==> src/rtl/spart_pkg.sv <==
// Shared types and constants for the SPART receiver: FSM state encoding and
// oversampling geometry (16 ticks per bit, start bit checked at its middle).
package spart_pkg;

  typedef enum logic [1:0] {
    ST_IDLE  = 2'd0,
    ST_START = 2'd1,
    ST_DATA  = 2'd2,
    ST_STOP  = 2'd3
  } spart_state_e;

  localparam int OVERSAMPLE = 16;
  localparam int MID_TICK   = 7;
  localparam int DATA_BITS  = 8;

  localparam logic [3:0] LAST_TICK    = 4'(OVERSAMPLE - 1);
  localparam logic [3:0] MID_TICK_CNT = 4'(MID_TICK);

endpackage

==> src/rtl/spart_sync.sv <==
// Multi-flop synchronizer for the asynchronous RxD line; resets to the idle
// (high) level so a reset never looks like a start bit.
module spart_sync #(
  parameter int SYNC_STAGES = 2
) (
  input  logic clk,
  input  logic rst,
  input  logic i_d,
  output logic o_q
);

  logic [SYNC_STAGES-1:0] r_sync;

  always_ff @(posedge clk) begin
    if (rst) begin
      r_sync <= '1;
    end else begin
      r_sync[0] <= i_d;
      for (int i = 1; i < SYNC_STAGES; i++) begin
        r_sync[i] <= r_sync[i-1];
      end
    end
  end

  assign o_q = r_sync[SYNC_STAGES-1];

endmodule

==> src/rtl/spart_rx.sv <==
// SPART receiver: 16x oversampled 8N1 deserializer with data-available,
// framing-error and overrun flags. o_state exposes the FSM for observation.
module spart_rx #(
  parameter int SYNC_STAGES = 2,
  parameter int DATA_BITS   = 8
) (
  input  logic                 clk,
  input  logic                 rst,
  input  logic                 rxEnable,
  input  logic                 RxD,
  input  logic                 clr_rda,
  output logic [DATA_BITS-1:0] rx_data,
  output logic                 rda,
  output logic                 frame_err,
  output logic                 overrun,
  output logic [1:0]           o_state
);

  import spart_pkg::*;

  localparam logic [2:0] LAST_BIT = 3'(DATA_BITS - 1);

  spart_state_e         r_state;
  spart_state_e         w_state_nxt;
  logic                 w_rx_s;
  logic [3:0]           r_tick_cnt;
  logic [2:0]           r_bit_cnt;
  logic [DATA_BITS-1:0] r_shift;
  logic [DATA_BITS-1:0] r_rx_data;
  logic                 r_rda;
  logic                 r_frame_err;
  logic                 r_overrun;
  logic                 w_mid_tick;
  logic                 w_last_tick;
  logic                 w_cnt_clr;
  logic                 w_shift_en;
  logic                 w_done;

  spart_sync #(.SYNC_STAGES(SYNC_STAGES)) u_sync (
    .clk (clk),
    .rst (rst),
    .i_d (RxD),
    .o_q (w_rx_s)
  );

  assign w_mid_tick  = rxEnable && (r_tick_cnt == MID_TICK_CNT);
  assign w_last_tick = rxEnable && (r_tick_cnt == LAST_TICK);

  always_ff @(posedge clk) begin
    if (rst) r_state <= ST_IDLE;
    else     r_state <= w_state_nxt;
  end

  always_comb begin
    w_state_nxt = r_state;
    case (r_state)
      ST_IDLE:  if (rxEnable && !w_rx_s) w_state_nxt = ST_START;
      ST_START: if (w_mid_tick) w_state_nxt = w_rx_s ? ST_IDLE : ST_DATA;
      ST_DATA:  if (w_last_tick && (r_bit_cnt == LAST_BIT)) w_state_nxt = ST_STOP;
      ST_STOP:  if (w_last_tick) w_state_nxt = ST_IDLE;
      default:  w_state_nxt = ST_IDLE;
    endcase
  end

  always_comb begin
    w_cnt_clr  = 1'b0;
    w_shift_en = 1'b0;
    w_done     = 1'b0;
    case (r_state)
      ST_IDLE:  w_cnt_clr = 1'b1;
      ST_START: w_cnt_clr = w_mid_tick;
      ST_DATA: begin
        w_shift_en = w_last_tick;
        w_cnt_clr  = w_last_tick;
      end
      ST_STOP: begin
        w_done    = w_last_tick;
        w_cnt_clr = w_last_tick;
      end
      default:  w_cnt_clr = 1'b1;
    endcase
  end

  always_ff @(posedge clk) begin
    if (rst) begin
      r_tick_cnt <= '0;
      r_bit_cnt  <= '0;
      r_shift    <= '0;
    end else begin
      if (rxEnable) r_tick_cnt <= w_cnt_clr ? 4'd0 : r_tick_cnt + 4'd1;
      if (r_state != ST_DATA) r_bit_cnt <= '0;
      else if (w_shift_en)    r_bit_cnt <= r_bit_cnt + 3'd1;
      if (w_shift_en) r_shift <= {w_rx_s, r_shift[DATA_BITS-1:1]};
    end
  end

  // rda/clr_rda: rda rises one clk after the stop sample; a one-clk clr_rda
  // drops rda and both error flags, but a completion in that same clk wins.
  always_ff @(posedge clk) begin
    if (rst) begin
      r_rx_data   <= '0;
      r_rda       <= 1'b0;
      r_frame_err <= 1'b0;
      r_overrun   <= 1'b0;
    end else if (w_done) begin
      r_rx_data   <= r_shift;
      r_rda       <= 1'b1;
      r_frame_err <= ~w_rx_s;
      r_overrun   <= r_rda & ~clr_rda;
    end else if (clr_rda) begin
      r_rda       <= 1'b0;
      r_frame_err <= 1'b0;
      r_overrun   <= 1'b0;
    end
  end

  assign rx_data   = r_rx_data;
  assign rda       = r_rda;
  assign frame_err = r_frame_err;
  assign overrun   = r_overrun;
  assign o_state   = r_state;

endmodule

==> config.mk <==
export PLATFORM = sky130hd
export DESIGN_NAME = spart_rx
export DESIGN_NICKNAME = d
export VERILOG_FILES = /design/src/rtl/spart_pkg.sv /design/src/rtl/spart_sync.sv /design/src/rtl/spart_rx.sv
export SDC_FILE = /design/constraint.sdc
export NUM_CORES = 1
export LEC_CHECK = 0
export CAP_MARGIN = 20
export CORE_MARGIN = 2
export CORE_UTILIZATION = 35
export CTS_BUF_LIST = sky130_fd_sc_hd__clkbuf_2 sky130_fd_sc_hd__clkbuf_4 sky130_fd_sc_hd__clkbuf_8
export DETAILED_ROUTE_END_ITERATION = 16
export PLACE_DENSITY = 0.56
export SETUP_SLACK_MARGIN = 0.2
export SLEW_MARGIN = 20
export SYNTH_ARGS = -nofsm -noshare
export SYNTH_HDL_FRONTEND = slang
export SYNTH_SLANG_ARGS = --single-unit
==> constraint.sdc <==
create_clock -name clk -period 4.3 [get_ports clk]
set_input_delay 0.43 -clock clk [delete_from_list [all_inputs] [get_ports clk]]
set_output_delay 0.43 -clock clk [all_outputs]
set_load 0.05 [all_outputs]
Yosys cells after proc, flatten, opt, wreduce, memory -nomap -nowiden. Cells that the tools add are included.

Output and inout bits: 13. Bits of input ports: 5. Flip-flop bits (word level): 30. Logic and storage cells: 49.

Bitwise gates (word level): 3. Reductions and logical operators: 10. Equality and inequality tests: 11. Multiplexer cells: 14. Add/sub/neg operators: 2.

Operator list (count): 2-bit two-way mux (5); 2-bit != test, second input constant (5); 2-bit case mux with 4 select lines (1); 1-bit two-way mux (6); 4-bit by 1-bit adder with 4-bit output, second input constant (1); 2-bit equality test, second input constant (2); 4-bit by 3-bit equality test with 1-bit output, second input constant (1); 4-bit equality test, second input constant (1); 1-bit logical AND (4); 4-bit two-way mux (1); 4-bit AND reduction (1); 2-bit OR reduction (2); 3-bit by 1-bit adder with 3-bit output, second input constant (1); 3-bit equality test, second input constant (1); 1-bit case mux with 3 select lines (1); 2-bit by 1-bit equality test with 1-bit output, second input constant (1); 2-bit zero test (1); 1-bit NOT (2); 2-bit nonzero test (1); 1-bit AND (1); 1-bit zero test (1).

Depth between registers and ports, before layout.
Depth in word-level cells: 5. Depth in mapped cells: 6.

By module. From an unflattened synthesis, not the netlist that was laid out.

Cell total of the unflattened synthesis: 151. Area total of the unflattened synthesis: 1332.5 µm².

By module, submodules not included: spart_rx (area each 1280.0 µm², times used 1, cells each 147); spart_sync (area each 52.6 µm², times used 1, cells each 4).

Least setup slack after synthesis. No wires, ideal clock.

Kind: register to register. Start point: reg (tool-made name). End point: reg r_overrun, in the netlist overrun. Data arrival time: 1.539 ns. Required time: 4.221 ns. Slack: 2.682 ns. Library setup time: 0.079 ns. Path buffers: 2. Cell stages (with the launch flop): 6. Cell sequence: dfxtp_1 > buf_4 > and2_1 > buf_1 > nand3_1 > a211oi_2.

RTL lines: end signal: assignment (RTL line spart_rx.sv:109) `r_overrun <= r_rda & ~clr_rda;`; end: declaration (RTL line spart_rx.sv:32) `logic r_overrun;`.

==> results.md <==
Clock tree:
- Counting every sink on the clock net gives 30.
- The number of setup buffers added after CTS is 0.
- After clock tree synthesis, the repair step resized 0 gates.
- Clock tree synthesis inserted a total of 5 buffers.
- Counting along the longest clock path gives a buffer depth of 2.
- After clock tree synthesis, the clock-pin slew on the worst setup and hold paths is approximately 60 ps.
- The count of hold-fix buffers inserted at cts is 0.
- The H-tree generated during clock tree synthesis spans 2 levels.
- At the later pin of the worst-skew pair, clock insertion delay measures 280 ps.
- The cell at the root of the clock tree is sky130_fd_sc_hd__clkbuf_8.
- The CTS tree is done.

Die:
- The total number of placement rows is 22.
- Pin placement for this block handled 18 I/O pins.
- The core region is 0.00366 mm².
- The die covers between 0.004 and 0.005 mm².
- The horizontal extent of the die is roughly 66 µm.
- For this configuration, the core starts out at a cell density of 36.6%.
- The height of the die is around 66 µm.

Synth:
- The synthesized instance count is about 150.
- The average instance in the mapped netlist occupies 8.75 µm².
- The count of yosys warnings during synthesis is 0.
- The share of synthesized registers carrying an async set or reset is 0%.
- Among all flip-flop cells after synthesis, the most frequent one is sky130_fd_sc_hd__dfxtp_1.
- The top cell type's share of synthesized area is ~45%.
- Yosys mapped the design onto 37 distinct sky130hd cell types.
- sky130_fd_sc_hd__dfxtp_1 takes more of the synthesized area than any other cell.
- The post-synthesis net count is roughly 160.
- Summing the sequential cell areas from Yosys gives around 45% of the chip area.
- Yosys mapped a number of flops with a built-in enable equal to 0.
- In this run the cell area of the synthesized design comes to around 0.0013 mm².
- In the post-synthesis netlist, the biggest area contributors are sky130_fd_sc_hd__dfxtp_1, sky130_fd_sc_hd__a21oi_1, sky130_fd_sc_hd__o21ai_0, sky130_fd_sc_hd__nand3_1, sky130_fd_sc_hd__ha_1.
- The synthesis-stage register bit count is 30.

Drt:
- In this run the remaining antenna-violating nets after routing total 0.
- The routed layout has around 1100 vias.
- The routed wire length is around 2800 µm.
- In the routed design, unresolved DRC markers number 0.
- The first routing iteration left 64 violations.
- Using the TritonRoute via totals, the vias-per-cell ratio works out to approximately 5.2.
- Dividing the detail-routed wire length by the instance count gives about 13 µm.
- The pre-antenna-repair detailed-routing pass consisted of 4 iterations.

Worst setup path:
- The type of element launching the critical path is a flip-flop.
- The endpoint of the worst register-to-register path is overrun.
- The worst setup path is captured at a primary output.
- The number of buffers and inverters on the critical path is 1.
- The worst setup path is of the flip-flop to primary output kind.
- STA puts the critical path data required time at 3870 ps.
- Measured in cells, the most critical reg-to-reg path has a length of 4.
- Data on the critical path arrives at its endpoint at roughly 1700 ps.
- The master of the slowest instance on the critical path is sky130_fd_sc_hd__clkdlybuf4s50_1.
- Walking the worst path, the cells encountered are clkdlybuf4s50_1.
- The worst register-to-register path has a setup slack of ~2300 ps.
- Broken down by cell family, the worst path's largest delay share belongs to buffers and inverters.
- Along the worst path, the maximum fanout reaches 11.
- The largest single stage delay on the critical path is 870 ps.
- The worst register-to-register path begins at r_tick_cnt[0].

Timing:
- The count of pins over their slew limit was 0.
- In this run the tightest slew margin relative to its limit is between 40% and 50%.
- At the pin with the least slew margin, the transition time is just under 800 ps.
- The count of endpoints failing setup in the final report is 0.
- Of the available clock period, the critical path in the final layout requires 49.2%.
- The clock period could shrink to 2110 ps.
- The final setup TNS is 0 ps.
- The number of hold-slack violations in the final timing report is 0.
- The clock arrives with between 3 and 4 ps of skew.
- Setup repair after global routing left no endpoint under its margin.
- The fmax is 473 MHz.

Global routing:
- Across every metal layer, demand over resource in global routing totals 14.3%.
- The first global-routing pass estimated roughly 4700 µm of wire.
- The via count of the first global-routing pass is a little over 1000.
- Summed over all layers, the global routing overflow is 0.
- The number of antenna violations at the first check in global routing is 0.
- The pin count of the biggest net entering global routing is 31.

Min path:
- The startpoint identified for the worst hold timing path is u_sync.r_sync[0].
- The min-delay analysis places its worst path in the category flip-flop to flip-flop.
- The worst min-delay path endpoint is u_sync.r_sync[1].
- The count of cells along the worst hold path is 1.

Run:
- The tool flagged a number of max-cap violations equal to 0.

Cells and area:
- The antenna diode instance count is 0.
- The final standard cell utilization of the core is 43.3%.
- At the end of the flow, the number of nets in the layout was approximately 170.
- Fill cells in the final layout number between 300 and 400.
- Cells with a size suffix above 1 make up 10.9% of the layout.
- The area growth from synthesis to layout is 18.4%.

Place:
- The HPWL reported at the end of detailed placement is roughly 1800 µm.
- At the end of routability-driven placement, the weighted congestion stood at around 0.79.
- Buffers placed on the I/O ports in this run total 17.

Pwr:
- The worst voltage drop across the vdd grid is between 0.0002 and 0.00025 V.
- The analysis attributes to cell leakage a power of between 0.0005 and 0.0006 µW.
- The power per cell area is roughly 340 mW/mm².

Outcome:
- The flow ran to the end, and the final reports show no timing, DRC or antenna violations.
==> how the worst max path moves through the flow <==
stage,depth (start not counted),to
5_1_grt,4,overrun
2_1_floorplan,5,overrun
3_3_place_gp,4,overrun
4_1_cts,1,o_state[1]
6_report,1,o_state[1]
3_5_place_dp,4,r_bit_cnt[1]
==> kinds of logic after synthesis <==
| family | synth area share, % |
|---|---|
| buf+inv | 7.57 |
| simple gates | 19.7 |
| compound gates | 22.2 |
| xor+xnor | 1.31 |
| flops | 44.9 |
| mux | 1.50 |
| fa+ha+maj | 2.80 |
==> stage by stage <==
stage               power, µW  worst slack (ps)  cell area, µm²  std cells  hold slack (ps)
global route              555              2080            1590        213              429
CTS                       541              2180            1590        213              417
detailed placement        303              1970            1490        205              399
finish                    534              2190            1590        213              412
global placement          302              2030            1490        205              395
floorplan                 296              2680            1340        153              389
==> sequential cells by signal (all words and copies together) (netlist names), named ones only <==
register / flops
frame_err: 1
o_state: 1
overrun: 1
r_bit_cnt: 3
r_shift: 8
r_tick_cnt: 4
rda: 1
rx_data: 8
u_sync.r_sync: 2
==> cells in the mapped netlist (2+ instances only) <==
library cell	n
sky130_fd_sc_hd__o21ai_0	20
sky130_fd_sc_hd__buf_4	2
sky130_fd_sc_hd__nor2_1	5
sky130_fd_sc_hd__dfxtp_1	30
sky130_fd_sc_hd__inv_1	4
sky130_fd_sc_hd__a211oi_2	2
sky130_fd_sc_hd__o2111ai_1	2
sky130_fd_sc_hd__nand3_1	18
sky130_fd_sc_hd__a21oi_1	22
sky130_fd_sc_hd__buf_2	2
sky130_fd_sc_hd__nand2_1	5
sky130_fd_sc_hd__nor2b_1	4
sky130_fd_sc_hd__nor3_1	2
sky130_fd_sc_hd__or2_2	3
sky130_fd_sc_hd__ha_1	3
sky130_fd_sc_hd__mux2i_1	2
sky130_fd_sc_hd__clkbuf_1	7
==> per-layer routing <==
metal | vias to the layer above | track usage (%) | part of all wire [%]
met3 | 6 | 5.62 | 4.6
met4 | 0 | 5.47 | 1.6
met5 | - | 0 | 0
li1 | 567 | - | -
met2 | 23 | 20.8 | 44
met1 | 513 | 18.8 | 50
==> cell type report <==
type,instances,area (µm²),share of cell area (%)
timing repair buffer,18,178,11.2
sequential,30,601,37.9
clock inverter,1,5.00,0.316
tap,48,60.1,3.79
clock buffer,7,90.1,5.68
inverter,4,15.0,0.947
multi-input combinational,105,637,40.2
==> cells in the final DEF (no fill, tap or decap), types with 2 or more instances in the layout <==
cell	instances
sky130_fd_sc_hd__nand3_1	18
sky130_fd_sc_hd__nand2_1	5
sky130_fd_sc_hd__clkdlybuf4s50_1	17
sky130_fd_sc_hd__a211oi_2	2
sky130_fd_sc_hd__mux2i_1	2
sky130_fd_sc_hd__nor3_1	2
sky130_fd_sc_hd__inv_1	4
sky130_fd_sc_hd__o21ai_0	20
sky130_fd_sc_hd__o2111ai_1	2
sky130_fd_sc_hd__nor2_1	5
sky130_fd_sc_hd__nor2b_1	4
sky130_fd_sc_hd__ha_1	3
sky130_fd_sc_hd__or2_2	3
sky130_fd_sc_hd__dfxtp_1	30
sky130_fd_sc_hd__clkbuf_8	6
sky130_fd_sc_hd__a21oi_1	22
==> report_power, final <==
group	leakage [µW]	switching [µW]	total, µW	internal (µW)
combinational	0.000222	9.44	15.7	6.28
sequential	0.000242	1.47	281	279
clock	0.0000517	102	237	135
Note: power is estimated with default switching activity, not from simulation.
